[config.mk]
export PLATFORM = sky130hd
export DESIGN_NAME = sensor_scan_scheduler
export DESIGN_NICKNAME = d
export VERILOG_FILES = /design/src/rtl/sensor_scan_scheduler_pkg.sv /design/src/rtl/sensor_scan_scheduler_rr_next_channel.sv /design/src/rtl/sensor_scan_scheduler.sv
export SDC_FILE = /design/constraint.sdc
export NUM_CORES = 1
export LEC_CHECK = 0
export ABC_AREA = 1
export BUFFER_PORTS_ARGS = -buffer_cell sky130_fd_sc_hd__buf_2
export CELL_PAD_IN_SITES_DETAIL_PLACEMENT = 0
export CELL_PAD_IN_SITES_GLOBAL_PLACEMENT = 1
export CORE_AREA = 8 8 130 132
export CTS_CLUSTER_SIZE = 30
export DETAILED_ROUTE_END_ITERATION = 16
export DIE_AREA = 0 0 138 140
export GPL_TIMING_DRIVEN = 0
export PLACE_DENSITY = 0.64
export SLEW_MARGIN = 20
export SYNTH_ARGS = -nofsm -noshare
export SYNTH_HDL_FRONTEND = slang
export SYNTH_HIERARCHICAL = 1
export SYNTH_SLANG_ARGS = --single-unit
export TNS_END_PERCENT = 30
[constraint.sdc]
create_clock -name clk_16ms -period 2.9 [get_ports clk_16ms]
set_clock_uncertainty 0.15 [all_clocks]
set_input_delay 0.725 -clock clk_16ms [delete_from_list [all_inputs] [get_ports clk_16ms]]
set_output_delay 0.725 -clock clk_16ms [all_outputs]
set_load 0.005 [all_outputs]
[src/rtl/sensor_scan_scheduler_pkg.sv]
`default_nettype none
// ============================================================================
// Module : sensor_scan_scheduler_pkg
// Brief  : Shared state encoding, default sample width and a clog2 helper for
//          the sensor scan scheduler and its next-channel finder.
// Rev    : 1.0  initial release
// ============================================================================
package sensor_scan_scheduler_pkg;

  localparam int SEN_W_DEFAULT = 16;

  typedef enum logic [2:0] {
    ST_IDLE     = 3'd0,
    ST_SELECT   = 3'd1,
    ST_SETTLE   = 3'd2,
    ST_START    = 3'd3,
    ST_WAIT     = 3'd4,
    ST_DISPATCH = 3'd5,
    ST_NEXT     = 3'd6
  } scan_state_e;

  // Bits needed to hold values 0..n-1, never less than one bit so that
  // counters and selects always have a legal width.
  function automatic int clog2_min1(input int n);
    int w;
    w = 0;
    while ((1 << w) < n) w++;
    return (w < 1) ? 1 : w;
  endfunction

endpackage
`default_nettype wire

[src/rtl/sensor_scan_scheduler_rr_next_channel.sv]
`default_nettype none
// ============================================================================
// Module : rr_next_channel
// Brief  : Combinational round-robin finder. Returns the first set bit of
//          mask at or after ptr (INCLUSIVE=1) or strictly after ptr
//          (INCLUSIVE=0), searching with wrap-around.
// Ports  : mask     in  N_CH   candidate channels
//          ptr      in  PTR_W  search origin
//          next_idx out PTR_W  index found (ptr when none)
//          wrapped  out 1      search wrapped to an index at/below ptr
//          none     out 1      mask is empty
// Rev    : 1.0  initial release
// ============================================================================
module rr_next_channel #(
  parameter int N_CH      = 4,
  parameter int PTR_W     = 2,
  parameter bit INCLUSIVE = 1'b0
) (
  input  logic [N_CH-1:0]  mask,
  input  logic [PTR_W-1:0] ptr,
  output logic [PTR_W-1:0] next_idx,
  output logic             wrapped,
  output logic             none
);

  localparam int OFF = INCLUSIVE ? 0 : 1;

  // Doubled mask rotated so that bit j corresponds to channel (ptr+j) mod N.
  logic [2*N_CH-1:0] rot;
  logic              found;
  int                sum;

  always_comb begin
    rot      = {mask, mask} >> ptr;
    next_idx = ptr;
    found    = 1'b0;
    sum      = 0;
    for (int k = 0; k < N_CH; k++) begin
      if (!found && (|(rot & ((2*N_CH)'(1) << (k + OFF))))) begin
        found = 1'b1;
        sum   = int'(ptr) + k + OFF;
        if (sum >= N_CH) sum = sum - N_CH;
        next_idx = PTR_W'(sum);
      end
    end
    none    = !found;
    wrapped = found && (INCLUSIVE ? (next_idx < ptr) : (next_idx <= ptr));
  end

endmodule
`default_nettype wire

[src/rtl/sensor_scan_scheduler.sv]
`default_nettype none
// ============================================================================
// Module : sensor_scan_scheduler
// Brief  : Round-robin sequencer for one shared ADC across N_CH protection
//          channels: mux select, settle, conversion handshake, per-channel
//          sample latch and one-hot enable pulse, plus aggregated trip flag.
// Ports  : clk_16ms        in  system tick clock
//          rst             in  synchronous active-high reset
//          run             in  scan continuously while high
//          ch_mask         in  channels included in the scan
//          adc_data        in  conversion result (valid with adc_done)
//          adc_done        in  conversion-complete strobe
//          err_clr         in  clears adc_timeout_err
//          relay_in        in  relay outputs of the channel FSMs
//          mux_sel         out analog mux select
//          adc_start       out 1-cycle conversion request
//          sen_bus         out latched sample per channel, ch k at [k*SEN_W +: SEN_W]
//          ch_enable       out one-hot 1-cycle enable to channel FSMs
//          scan_done       out pulse when the pointer wraps
//          adc_timeout_err out sticky ADC timeout flag
//          any_trip        out registered OR of masked relays
// Rev    : 1.0  initial release
// ============================================================================
module sensor_scan_scheduler
  import sensor_scan_scheduler_pkg::*;
#(
  parameter  int N_CH        = 4,
  parameter  int SEN_W       = SEN_W_DEFAULT,
  parameter  int SETTLE_CYC  = 2,
  parameter  int ADC_TIMEOUT = 8,
  localparam int PTR_W       = clog2_min1(N_CH)
) (
  input  logic                  clk_16ms,
  input  logic                  rst,
  input  logic                  run,
  input  logic [N_CH-1:0]       ch_mask,
  input  logic [SEN_W-1:0]      adc_data,
  input  logic                  adc_done,
  input  logic                  err_clr,
  input  logic [N_CH-1:0]       relay_in,
  output logic [PTR_W-1:0]      mux_sel,
  output logic                  adc_start,
  output logic [N_CH*SEN_W-1:0] sen_bus,
  output logic [N_CH-1:0]       ch_enable,
  output logic                  scan_done,
  output logic                  adc_timeout_err,
  output logic                  any_trip
);

  localparam int                SET_W       = clog2_min1(SETTLE_CYC);
  localparam int                TMO_W       = clog2_min1(ADC_TIMEOUT);
  localparam logic [SET_W-1:0]  SETTLE_LOAD = SET_W'(SETTLE_CYC - 1);
  localparam logic [TMO_W-1:0]  TMO_LAST    = TMO_W'(ADC_TIMEOUT - 1);

  scan_state_e      state_q, state_d;
  logic [PTR_W-1:0] ptr_q, ptr_d;
  logic [PTR_W-1:0] mux_sel_q, mux_sel_d;
  logic [SET_W-1:0] settle_q, settle_d;
  logic [TMO_W-1:0] wait_q, wait_d;
  logic [SEN_W-1:0] sen_q [N_CH];
  logic [SEN_W-1:0] sen_d [N_CH];
  logic             err_q, err_d;
  logic             any_trip_q, any_trip_d;
  logic             timeout;

  logic [PTR_W-1:0] incl_idx, excl_idx;
  logic             incl_wrapped, excl_wrapped;
  logic             incl_none, excl_none;

  // IDLE resumes at the current pointer if it is still masked.
  rr_next_channel #(.N_CH(N_CH), .PTR_W(PTR_W), .INCLUSIVE(1'b1)) u_find_incl (
    .mask     (ch_mask),
    .ptr      (ptr_q),
    .next_idx (incl_idx),
    .wrapped  (incl_wrapped),
    .none     (incl_none)
  );

  // NEXT always moves past the channel just serviced.
  rr_next_channel #(.N_CH(N_CH), .PTR_W(PTR_W), .INCLUSIVE(1'b0)) u_find_excl (
    .mask     (ch_mask),
    .ptr      (ptr_q),
    .next_idx (excl_idx),
    .wrapped  (excl_wrapped),
    .none     (excl_none)
  );

  always_comb begin
    state_d    = state_q;
    ptr_d      = ptr_q;
    mux_sel_d  = mux_sel_q;
    settle_d   = settle_q;
    wait_d     = wait_q;
    sen_d      = sen_q;
    err_d      = err_q;
    any_trip_d = |(relay_in & ch_mask);
    timeout    = 1'b0;
    adc_start  = 1'b0;
    ch_enable  = '0;
    scan_done  = 1'b0;

    case (state_q)
      ST_IDLE: begin
        if (run && !incl_none) begin
          ptr_d   = incl_idx;
          state_d = ST_SELECT;
        end
      end
      ST_SELECT: begin
        mux_sel_d = ptr_q;
        settle_d  = SETTLE_LOAD;
        state_d   = ST_SETTLE;
      end
      ST_SETTLE: begin
        if (settle_q == '0) state_d = ST_START;
        else                settle_d = settle_q - SET_W'(1);
      end
      ST_START: begin
        adc_start = 1'b1;
        wait_d    = '0;
        state_d   = ST_WAIT;
      end
      ST_WAIT: begin
        // A done strobe on the last allowed cycle still counts as success.
        if (adc_done) begin
          sen_d[ptr_q] = adc_data;
          state_d      = ST_DISPATCH;
        end else if (wait_q == TMO_LAST) begin
          timeout = 1'b1;
          state_d = ST_NEXT;
        end else begin
          wait_d = wait_q + TMO_W'(1);
        end
      end
      ST_DISPATCH: begin
        ch_enable = N_CH'(1) << ptr_q;
        state_d   = ST_NEXT;
      end
      ST_NEXT: begin
        if (!excl_none) begin
          ptr_d     = excl_idx;
          scan_done = excl_wrapped;
        end
        if (!run || excl_none) state_d = ST_IDLE;
        else                   state_d = ST_SELECT;
      end
      default: state_d = ST_IDLE;
    endcase

    // Set has priority over clear.
    if (err_clr) err_d = 1'b0;
    if (timeout) err_d = 1'b1;
  end

  always_ff @(posedge clk_16ms) begin
    if (rst) begin
      state_q    <= ST_IDLE;
      ptr_q      <= '0;
      mux_sel_q  <= '0;
      settle_q   <= '0;
      wait_q     <= '0;
      err_q      <= 1'b0;
      any_trip_q <= 1'b0;
      for (int k = 0; k < N_CH; k++) sen_q[k] <= '0;
    end else begin
      state_q    <= state_d;
      ptr_q      <= ptr_d;
      mux_sel_q  <= mux_sel_d;
      settle_q   <= settle_d;
      wait_q     <= wait_d;
      err_q      <= err_d;
      any_trip_q <= any_trip_d;
      for (int k = 0; k < N_CH; k++) sen_q[k] <= sen_d[k];
    end
  end

  generate
    for (genvar g = 0; g < N_CH; g++) begin : g_pack
      assign sen_bus[g*SEN_W +: SEN_W] = sen_q[g];
    end
  endgenerate

  assign mux_sel         = mux_sel_q;
  assign adc_timeout_err = err_q;
  assign any_trip        = any_trip_q;

endmodule
`default_nettype wire

==> metrics.yaml <==
grt_pass1_vias: 3598
clock_latency_ps: 330
ant_nets: 0
die_w_um: 138
max_stage_delay_ps: 380
setup_violations: 2
start_kind: "flop"
outcome: "complete, but fails checks"
worst_path_most_repeated_cell: "nand2_1"
crit_required_ps: 2030
p_leak_nw: 2.40
netlist_area_um2: 3580
postCtsHoldBufs: 0
placed_cells: 778
stdcell_count: 823
slew_headroom_pct: 67.5
grt_pass1_wl_um: 18500
first_pass_iters: 4
htreeDepth: 3
cts_buffer_depth: 2
dieArea_um2: 19300
row_count: 45
drive_gt1_share_pct: 34.5
use_met3_pct: 3.55
powerDensity_nw_per_um2: 951
crit_buf_inv: 5
areaGrowthSynthToFinish_pct: 43.2
maxCapViolCount: 0
design.core.area_um2: 14900
drt-initial-drc-count: 146
top_usage_layer: "met2"
cts-buffers-inserted: 9
vdd_drop_max_v: 0.000373
cp_cell_sequence: "clkinvlp_4, nand3_4, nand2_4, buf_6, nand2_1, nand2_1, nand2_1, nand2_2, inv_2, ha_4, inv_2, a21oi_4, a21oi_2, nor2_2, nor3b_4, buf_2"
crit_path_top_delay_cell: "dfxtp_4"
die_y_um: 140
grt_usage_pct: 11.6
min_path_type: "flop to flop"
routedWlPerCell_um: 13.7
fmax_mhz: 312
num-fill-cells: 1602
start_util_pct: 24.1
worst_pin_slew_ps: 488
place.gp.congestion: 0.759
synth_area_per_cell_um2: 7.32
cts_sinks: 77
mostFrequentLayoutCells: "nor2_1, buf_2, dfxtp_1"
synth_warnings: 6
holdWs_ps: 310
slew_viol_final: 0
grt_antenna_before_repair: 0
num_vias: 3534
io_pins: 103
layout_min_cycle_time_ps: 3200
clk_pin_slew_ps: 60
dp_hpwl_um: 8550
layout.nets: 664
final_common_cell: "nor2_1"
root_buffer: "clkbuf_16"
crit_family: "simple AND/OR/NAND/NOR gates"
violations: "negative setup slack"
crit_type: "flop to output port"
grt_setup_unrepaired: "true"
drc_errors: 0
met1_usage_pct: 13.4
viasPerCell: 4.29
grtUsageMet2_pct: 20.0
crit_fanout: 5
arrival_ps: 2330
synthCells: 489
period_share_pct: 110
hold_viol: 0
crit_path_end_kind: "output port"
grt_max_degree: 13
gr-total-overflow: 0
drt-total-wl_um: 11300
io_buffers: 101
setup_slack_ps: -303
diodes: 0
cts_tree: "built"
syn_nets: 522
per-stage QoR:
step           utilization [%]  setup slack [ps]  TNS, ps  power [mW]  instance area (um^2)
2_1_floorplan                -              2.23        0        2.21                  3580
3_3_place_gp              29.1              -548     -548        2.46                  4320
3_5_place_dp              29.1              -545     -545        2.48                  4320
4_1_cts                   34.3              -210     -257        4.74                  5100
5_1_grt                   34.5              -422     -732        5.17                  5130
6_report                  34.5              -303     -459        4.87                  5130
worst reg2reg max path: cells and delay by family, from the launching register on:
family                 cells  cell delay [ps]
AO/OA/AOI/OAI              1               40
buffers and inverters     16             1690
flip-flops                 1              380
AND/OR/NAND/NOR            8              660
timing repair:
action / in CTS / in global routing
pin swaps: 20 / 2
resized for setup: 60 / 3
setup buffers: 29 / 1
endpoints found under the setup margin: 1 / 2
cell type report:
type	instances	area, um^2	area share [%]
Multi-Input combinational cell	355	1880	36.7
Sequential cell	77	1550	30.2
Timing Repair Buffer	131	808	15.8
Tap cell	188	235	4.59
Clock buffer	11	233	4.54
Inverter	39	180	3.51
Buffer	18	145	2.83
Clock inverter	4	97.6	1.90
path summary, 6_finish.rpt:
path / start / cells after the start / to / slack (ps)
max: ptr_q[1]$_SDFFE_PP0P_ / 16 / scan_done / -300
min: adc_timeout_err$_SDFFE_PP0P_ / 2 / adc_timeout_err$_SDFFE_PP0P_ / 310
max reg2reg: ptr_q[1]$_SDFFE_PP0P_ / 25 / ptr_q[1]$_SDFFE_PP0P_ / -160
min reg2reg: adc_timeout_err$_SDFFE_PP0P_ / 2 / adc_timeout_err$_SDFFE_PP0P_ / 310
registers in the layout, summed over array words and instances (netlist names):
signal,flops
adc_timeout_err,1
any_trip,1
mux_sel,2
ptr_q,2
sen_bus,64
settle_q,1
state_q,3
wait_q,3
where the power goes:
| part | total (mW) | switching, mW | internal, mW |
|---|---|---|---|
| logic | 2.41 | 1.20 | 1.20 |
| clock network | 1.26 | 0.427 | 0.836 |
| registers | 1.20 | 0.0825 | 1.12 |
metal layers:
metal	vias to the layer above	routed length (um)
li1	1860	-
met1	1570	5130
met2	90	5410
met3	14	556
met4	0	189
met5	-	0
Note: power is estimated with default switching activity, not from simulation.
